## src/rtl/sweep_capture_pkg.sv

```systemverilog
// rtl/sweep_capture_pkg.sv - shared types and constants for the sweep capture block
package sweep_capture_pkg;

    typedef enum logic [2:0] {
        ST_IDLE,
        ST_WAIT,
        ST_SETTLE,
        ST_MEASURE,
        ST_PUSH
    } state_t;

    // Width of the settle/window counters and their parameter buffers
    localparam int CNT_W = 16;

    // Width of the DDS tuning word carried with each result
    localparam int FWORD_W = 32;

    // Result FIFO entry is {tuning word, peak-to-peak}
    function automatic int entry_width(input int adc_w);
        return FWORD_W + adc_w;
    endfunction

endpackage

```

## src/rtl/sweep_capture_fifo.sv

```systemverilog
// rtl/sweep_capture_fifo.sv - synchronous first-word-fall-through result FIFO
module sweep_capture_fifo #(
    parameter int DEPTH = 16,
    parameter int WIDTH = 44
) (
    input  logic                       clk,
    input  logic                       rstn,
    input  logic                       push_i,
    input  logic [WIDTH-1:0]           wdata_i,
    input  logic                       pop_i,
    output logic [WIDTH-1:0]           rdata_o,
    output logic                       full_o,
    output logic                       empty_o,
    output logic [$clog2(DEPTH):0]     level_o
);

    localparam int AW = $clog2(DEPTH);
    localparam int LW = AW + 1;

    logic [WIDTH-1:0] mem_q [DEPTH];
    logic [AW-1:0]    wr_ptr_q;
    logic [AW-1:0]    rd_ptr_q;
    logic [LW-1:0]    level_q;
    logic             do_push;
    logic             do_pop;

    assign full_o  = (level_q == LW'(DEPTH));
    assign empty_o = (level_q == '0);
    assign level_o = level_q;

    // A push into a full FIFO is dropped; a pop on empty is ignored
    assign do_push = push_i && !full_o;
    assign do_pop  = pop_i && !empty_o;

    // Head is visible whenever data is held; reads zero when empty
    assign rdata_o = empty_o ? '0 : mem_q[rd_ptr_q];

    // Storage array, written only on an accepted push
    always_ff @(posedge clk) begin
        if (do_push) begin
            mem_q[wr_ptr_q] <= wdata_i;
        end
    end

    // Pointers and occupancy; simultaneous push and pop leave the level unchanged
    always_ff @(posedge clk) begin
        if (!rstn) begin
            wr_ptr_q <= '0;
            rd_ptr_q <= '0;
            level_q  <= '0;
        end else begin
            if (do_push) begin
                wr_ptr_q <= wr_ptr_q + AW'(1);
            end
            if (do_pop) begin
                rd_ptr_q <= rd_ptr_q + AW'(1);
            end
            case ({do_push, do_pop})
                2'b10:   level_q <= level_q + LW'(1);
                2'b01:   level_q <= level_q - LW'(1);
                default: level_q <= level_q;
            endcase
        end
    end

endmodule

```

## src/rtl/sweep_capture.sv

```systemverilog
// rtl/sweep_capture.sv - per-frequency-point peak-to-peak capture during a DDS sweep
module sweep_capture
    import sweep_capture_pkg::*;
#(
    parameter int FIFO_DEPTH = 16,
    parameter int ADC_W      = 12
) (
    input  logic                          clk,
    input  logic                          rstn,
    input  logic                          param_wen,
    input  logic [15:0]                   settle_cycles,
    input  logic [15:0]                   window_cycles,
    input  logic                          cap_en,
    input  logic [31:0]                   fword,
    input  logic [ADC_W-1:0]              adc_data,
    output logic                          out_valid,
    input  logic                          out_ready,
    output logic [31:0]                   out_fword,
    output logic [ADC_W-1:0]              out_pp,
    output logic [$clog2(FIFO_DEPTH):0]   fifo_level,
    output logic                          overflow,
    output logic                          busy
);

    localparam int ENTRY_W = entry_width(ADC_W);

    state_t             state_q;
    logic [FWORD_W-1:0] fword_q;
    logic [FWORD_W-1:0] point_q;
    logic [CNT_W-1:0]   settle_buf_q;
    logic [CNT_W-1:0]   window_buf_q;
    logic [CNT_W-1:0]   win_cur_q;
    logic [CNT_W-1:0]   cnt_q;
    logic [ADC_W-1:0]   min_q;
    logic [ADC_W-1:0]   max_q;
    logic               first_q;
    logic               busy_q;
    logic               overflow_q;

    logic               change;
    logic               start;
    logic [CNT_W-1:0]   win_eff;
    logic               push_en;
    logic               fifo_full;
    logic               fifo_empty;
    logic [ENTRY_W-1:0] fifo_wdata;
    logic [ENTRY_W-1:0] fifo_rdata;

    assign change = (fword != fword_q);

    // IDLE starts a point unconditionally; every other state restarts on a new word
    assign start = (state_q == ST_IDLE) || change;

    // A zero-length window still takes one sample
    assign win_eff = (window_buf_q == '0) ? CNT_W'(1) : window_buf_q;

    // A point leaving PUSH is written unless capture was dropped on that cycle
    assign push_en    = (state_q == ST_PUSH) && cap_en;
    assign fifo_wdata = {point_q, max_q - min_q};

    // Sweep sequencer: settle after each tuning-word change, then measure, then push
    always_ff @(posedge clk) begin
        if (!rstn) begin
            state_q      <= ST_IDLE;
            fword_q      <= '0;
            point_q      <= '0;
            settle_buf_q <= '0;
            window_buf_q <= '0;
            win_cur_q    <= '0;
            cnt_q        <= '0;
            min_q        <= '0;
            max_q        <= '0;
            first_q      <= 1'b0;
            busy_q       <= 1'b0;
        end else begin
            fword_q <= fword;
            if (param_wen) begin
                settle_buf_q <= settle_cycles;
                window_buf_q <= window_cycles;
            end
            if (!cap_en) begin
                state_q <= ST_IDLE;
                cnt_q   <= '0;
                busy_q  <= 1'b0;
            end else if (start) begin
                // Parameters are frozen here for the whole point
                point_q   <= fword;
                win_cur_q <= win_eff;
                first_q   <= 1'b1;
                busy_q    <= 1'b1;
                if (settle_buf_q == '0) begin
                    state_q <= ST_MEASURE;
                    cnt_q   <= win_eff;
                end else begin
                    state_q <= ST_SETTLE;
                    cnt_q   <= settle_buf_q;
                end
            end else begin
                case (state_q)
                    ST_SETTLE: begin
                        if (cnt_q == CNT_W'(1)) begin
                            state_q <= ST_MEASURE;
                            cnt_q   <= win_cur_q;
                        end else begin
                            cnt_q <= cnt_q - CNT_W'(1);
                        end
                    end
                    ST_MEASURE: begin
                        first_q <= 1'b0;
                        if (first_q) begin
                            min_q <= adc_data;
                            max_q <= adc_data;
                        end else begin
                            if (adc_data < min_q) min_q <= adc_data;
                            if (adc_data > max_q) max_q <= adc_data;
                        end
                        if (cnt_q == CNT_W'(1)) begin
                            state_q <= ST_PUSH;
                            cnt_q   <= '0;
                        end else begin
                            cnt_q <= cnt_q - CNT_W'(1);
                        end
                    end
                    ST_PUSH: begin
                        state_q <= ST_WAIT;
                        busy_q  <= 1'b0;
                    end
                    default: begin
                        state_q <= state_q;
                    end
                endcase
            end
        end
    end

    // Sticky drop flag; only reset clears it
    always_ff @(posedge clk) begin
        if (!rstn) begin
            overflow_q <= 1'b0;
        end else if (push_en && fifo_full) begin
            overflow_q <= 1'b1;
        end
    end

    sweep_capture_fifo #(
        .DEPTH (FIFO_DEPTH),
        .WIDTH (ENTRY_W)
    ) u_fifo (
        .clk     (clk),
        .rstn    (rstn),
        .push_i  (push_en),
        .wdata_i (fifo_wdata),
        .pop_i   (out_ready),
        .rdata_o (fifo_rdata),
        .full_o  (fifo_full),
        .empty_o (fifo_empty),
        .level_o (fifo_level)
    );

    assign out_valid = !fifo_empty;
    assign out_fword = fifo_rdata[ENTRY_W-1:ADC_W];
    assign out_pp    = fifo_rdata[ADC_W-1:0];
    assign overflow  = overflow_q;
    assign busy      = busy_q;

endmodule

```

## config.mk

```make
export PLATFORM = sky130hd
export DESIGN_NAME = sweep_capture
export DESIGN_NICKNAME = d
export VERILOG_FILES = /design/src/rtl/sweep_capture_pkg.sv /design/src/rtl/sweep_capture_fifo.sv /design/src/rtl/sweep_capture.sv
export SDC_FILE = /design/constraint.sdc
export NUM_CORES = 1
export LEC_CHECK = 0
export CAP_MARGIN = 40
export CORE_ASPECT_RATIO = 1.75
export CORE_MARGIN = 1.5
export CORE_UTILIZATION = 58
export DETAILED_ROUTE_END_ITERATION = 8
export HOLD_SLACK_MARGIN = 0.12
export PLACE_DENSITY = 0.76
export RECOVER_POWER = 50
export SYNTH_ARGS = -nofsm -noshare
export SYNTH_HDL_FRONTEND = slang
export SYNTH_SLANG_ARGS = --single-unit
```

## constraint.sdc

```tcl
create_clock -name clk -period 5.85 [get_ports clk]
set_input_delay 1.17 -clock clk [delete_from_list [all_inputs] [get_ports clk]]
set_output_delay 1.17 -clock clk [all_outputs]
set_load 0.01 [all_outputs]
```

; After elaboration in Yosys (flattened, before gate mapping)
; Memory sizes are Yosys's and may differ from the RTL's. A register that Yosys moved wholly into a read port is not among the register bits.
; Cells that the tools add are included.
; Widths: inputs -> output; s select.
[totals]
ff_bits = 171
mem_bits_rw = 704
wordCells = 84
inputBits = 81
out_inout_bits = 52
n_memories = 1
[op_classes]
n_bitwise = 1
eq_ne = 10
n_reduce_logical = 24
n_lt_le_gt_ge = 2
mux = 25
n_addsub = 6
[mem_list]
columns = name, depth, word_bits, rd, rd_clocked_by_memory_dff, write_ports, line
row1 = u_fifo.mem_q, 16, 44, 1, 1, 1, sweep_capture_fifo.sv:20  ; logic [WIDTH-1:0] mem_q [DEPTH];
[ops]
columns = cell, count
row1 = $mux 16, 5
row2 = $mux 12, 4
row3 = $mux 44, 1
row4 = $logic_not 16->1, 2
row5 = $ne 32x32->1, 1
row6 = $pmux 16 s2, 1
row7 = $eq 16x1->1 const B, 1
row8 = $sub 16x1->16 const B, 1
row9 = $gt 12x12->1, 1
row10 = $lt 12x12->1, 1
row11 = $sub 12x12->12, 1
row12 = $pmux 5 s2, 1
row13 = $reduce_bool 2->1, 5
row14 = $mux 3, 3
row15 = $pmux 3 s3, 1
row16 = $add 4x1->4 const B, 2
row17 = $mux 4, 2
row18 = $reduce_and 4->1, 2
row19 = $mux 1, 7
row20 = $eq 3x2->1 const B, 2
row21 = $ne 3x3->1 const B, 2
row22 = $reduce_and 2->1, 3
row23 = $add 5x1->5 const B, 1
row24 = $eq 5x5->1 const B, 1
row25 = other kinds (13), 17

; Depth between registers and ports, before layout
[depth]
word_depth = 5
mapped_depth = 14
mapped_depth_nobuf = 13

; Modules after synthesis
; A second synthesis with hierarchy kept.
[unflattened]
hier_cells = 2098
area_unflattened_um2 = 35521.6
[by_module_without_submodules]
columns = module, cells_each, area_each_um2, instances
row1 = sweep_capture_fifo, 1200, 27710.3, 1
row2 = sweep_capture, 898, 7811.2, 1

; Worst setup path before layout
; No wires, ideal clock.
[synth_timing]
path_kind = input to register
start = input cap_en
end = memory u_fifo.mem_q[3][0], enable pin
path_slack_ns = 0.413
path_stages = 4
required_time_ns = 5.350
t_arrival_ns = 4.937
setup_time_ns = 0.500
path_cell_list = nand3_1 > a21oi_1 > nand2_1 > nor3_1
[synth_between]
elab_chain_cells = 4
[synth_lines]
columns = element, line
row1 = from (decl), sweep_capture.sv:13  ; input logic cap_en,
row2 = $logic_and 1x1->1, sweep_capture.sv:58  ; assign push_en = (state_q == ST_PUSH) && cap_en;
row3 = $logic_and 1x1->1, sweep_capture_fifo.sv:32  ; assign do_push = push_i && !full_o;
row4 = $mux 1, sweep_capture_fifo.sv:40  ; if (do_push) begin
row5 = $mux 1 (not written as such), sweep_capture_fifo.sv:41  ; mem_q[wr_ptr_q] <= wdata_i;
row6 = to (decl), sweep_capture_fifo.sv:20
; Every way passes these cells.

==> flow_summary.json <==
{
  "synthesis.area_um2": 35300,
  "finish.utilization": 0.671,
  "routed_via_density": 6.34,
  "cp_slowest_cell": "dfxtp_4",
  "syn_nets": 2178,
  "clockRootBuffer": "clkbuf_16",
  "min_to": "min_q[6]",
  "die_area_um2": 62400,
  "path_cells": "buf_4, mux4_2, mux4_2, and2_1, clkdlybuf4s50_1",
  "post-cts-setup-buffers": 0,
  "regArea_um2": 24700,
  "die-width_um": 189,
  "leakage_nw": 12.5,
  "holdPathStages": 2,
  "drc_errors": 0,
  "power_frac_clock": 0.412,
  "slowest_delay_ns": 0.76,
  "seq_area_frac_synth": 0.698,
  "antenna_found_initial": 1,
  "die_h_um": 329,
  "ios": 133,
  "insertedDiodeCount": 0,
  "antenna_left": 0,
  "ctsResizeCount": 0,
  "ys_seq_elements": 879,
  "ys_types": 68,
  "cts_buffers": 76,
  "switching_share": 0.202,
  "min_path_type": "flop to flop",
  "gp_congestion": 0.873,
  "multi_input_area_um2": 9930,
  "async_flop_share": 0,
  "crit_required_ns": 4.68,
  "cp_common_cell": "mux4_2",
  "rows": 119,
  "post-synth-top-count-cell": "edfxtp_1",
  "drt_pre_antenna_iters": 4,
  "status": "finished with violations",
  "syn_area_per_cell_um2": 17.2,
  "min_period_ns": 4.86,
  "seqPwrFrac": 0.563,
  "p_per_area_nw_per_um2": 302,
  "clock_latency_ns": 0.62,
  "cts_buffer_depth": 3,
  "start_kind": "flop",
  "yosysTopAreaCellShare": 0.599,
  "arrival_ns": 3.69,
  "endpoint_kind": "primary output",
  "critPathMaxFanout": 28,
  "num_vias": 19356,
  "fill_cells": 4001,
  "cp.buffers_inverters": 2,
  "cts.htree.levels": 3,
  "grt_max_degree": 75,
  "grt_use_total": 0.270,
  "fin_crit_sh": 0.831,
  "overflow": 0,
  "nNetsFinal": 2336,
  "clkTransAtPathRegs_ns": 0.06,
  "max_cap_violations": 3,
  "synth_edf_count": 704,
  "synthTopCellsByCount": "704 x edfxtp_1, 220 x mux4_2, 175 x dfxtp_1, 99 x nand2_1, 92 x nor2_1",
  "area_delta_synth_final_pct": 14.4,
  "final_cells": 3055,
  "critPathTopFamily": "multiplexers",
  "comb_power_share": 0.025,
  "violations": "max-capacitance violations, max-slew violations",
  "whs_ns": 0.457,
  "fmax_mhz": 206,
  "cts_tree": "done",
  "dpl.cell_count": 2915,
  "synth_cells": 2050,
  "dpl_cell_area_um2": 38000,
  "drt-total-wl_um": 82000,
  "grt_pass1_vias": 20241,
  "p_switching_mw": 2.45,
  "setup_violations": 0,
  "rr_startpoint": "u_fifo.level_o[0]",
  "yosysTopAreaCell": "edfxtp_1",
  "hold_viol": 0,
  "cts.hold.buffers_added": 0,
  "r2r_cells": 12,
  "avgRoutedWirePerCell_um": 26.8,
  "worst_ir_drop_vdd_mv": 0.262,
  "final.setup.tns_ns": 0,
  "rsz0062_at_grt": "no",
  "synth_warnings": 0,
  "core_area_um2": 60200,
  "clock-sinks": 879,
  "power.internal_mw": 9.72,
  "netlist_top_cells_area": "edfxtp_1 60%, mux4_2 14%, dfxtp_1 9.9%, ha_1 1.6%, mux2i_1 1.4%",
  "hold_start": "min_q[6]",
  "grt_first_pass_wirelength_um": 123000,
  "port_buffers": 132,
  "slew_headroom": -0.587,
  "r2r_end": "u_fifo.level_o[4]",
  "initial_utilization": 0.587,
  "dpl.hpwl_um": 49600,
  "drive_above_1_share": 0.183,
  "design_area_um2": 40400,
  "crit_type": "flop to primary output",
  "regToRegSetupSlack_ns": 2.27,
  "initialDrtViolationCount": 1680,
  "fin_worst_skew_ns": 0.0183,
  "finalMaxSlewViolations": 119,
  "yosys_most_used_dff": "edfxtp_1",
  "tightestPinTransition_ns": 2.38
}
-- power by group through the flow --
stage	Clock [mW]	Combinational [mW]	Sequential, mW
after floorplan	0	0.179	6.95
after global placement	0	0.295	6.98
after detailed placement	0	0.303	6.99
after CTS	5.09	0.306	6.85
after global routing	5.30	0.335	6.86
final	5.02	0.308	6.85
-- kinds of logic (layout without fill, tap and decap cells) --
group	after synthesis	count (layout)	synth area share
buffers and inverters	191	410	0.0224
AO/OA/AOI/OAI	202	202	0.0359
flip-flops	879	879	0.698
AND/OR/NAND/NOR	411	411	0.0590
multiplexers	271	271	0.155
adder cells (fa/ha/maj)	47	47	0.0171
XOR/XNOR	49	49	0.0122
-- layout make-up --
class / count / share of cell area
flip-flops and latches: 879 / 0.611
multi-input cells: 980 / 0.246
clock buffers: 95 / 0.0522
repair buffers: 193 / 0.0498
well taps: 786 / 0.0244
clock inverters: 44 / 0.00949
inverters: 78 / 0.00725
-- sequential cells by signal, indices dropped and copies added (netlist names), 5 cells and up, named ones only --
name / cells
u_fifo.mem_q: 704
cnt_q: 16
u_fifo.level_o: 5
point_q: 32
settle_buf_q: 16
window_buf_q: 16
fword_q: 32
win_cur_q: 16
min_q: 12
max_q: 12
-- cells in the final DEF (no fill, tap or decap), types with 10 or more instances in the layout --
cell type | synthesis | layout
mux2i_1 | 48 | 48
xnor2_1 | 16 | 16
clkbuf_16 | 0 | 79
buf_4 | 2 | 27
buf_12 | 0 | 14
and2_1 | 46 | 45
nor4_1 | 20 | 21
nor3_1 | 26 | 22
nand3_1 | 69 | 69
clkdlybuf4s50_1 | 0 | 122
clkbuf_1 | 70 | 23
mux4_2 | 220 | 220
nand2_1 | 99 | 99
a21oi_1 | 47 | 47
a211oi_1 | 27 | 27
inv_1 | 76 | 76
nand4_1 | 11 | 11
clkinv_1 | 2 | 22
edfxtp_1 | 704 | 704
dfxtp_1 | 175 | 171
xor2_1 | 33 | 33
ha_1 | 45 | 45
o21ai_0 | 67 | 67
nor2_4 | 1 | 10
nor2_1 | 92 | 83
-- per-stage QoR --
step	setup slack (ns)	power (mW)
CTS	0.906	12.3
finish	0.988	12.2
floorplan	0.413	7.13
global placement	1.57	7.28
detailed placement	1.52	7.29
global route	0.844	12.5
-- worst reg2reg max path, stage by stage (launching register included) --
cell and delay, ns:
dfxtp_1 0.36, nor4_1 0.60, nand2b_2 0.09, buf_4 0.34, and2_0 0.40, ha_1 0.35, ha_1 0.34, nor2b_1 0.15
o21ai_0 0.23, a21oi_1 0.11, nor3_1 0.23, xnor2_1 0.15, nor2_1 0.05
-- routing by layer --
metal  GRT usage  up-vias  part of all wire
met3      0.0386      169             0.072
met2       0.481      906              0.53
met4       0.102        0             0.031
met5           0        -                 0
li1            -     8358                 -
met1       0.336     9923              0.37
-- worst max path at each step --
| stage | depth (start not counted) | endpoint | slack (ns) |
|---|---|---|---|
| floorplan | 4 | u_fifo.mem_q[3][0] | 0.41 |
| global placement | 6 | u_fifo.mem_q[15][32] | 1.57 |
| detailed placement | 6 | u_fifo.mem_q[15][29] | 1.52 |
| CTS | 5 | out_fword[26] | 0.91 |
| global route | 5 | out_pp[0] | 0.84 |
| finish | 5 | out_pp[1] | 0.99 |
No activity file was read; power rests on OpenSTA's default activity.
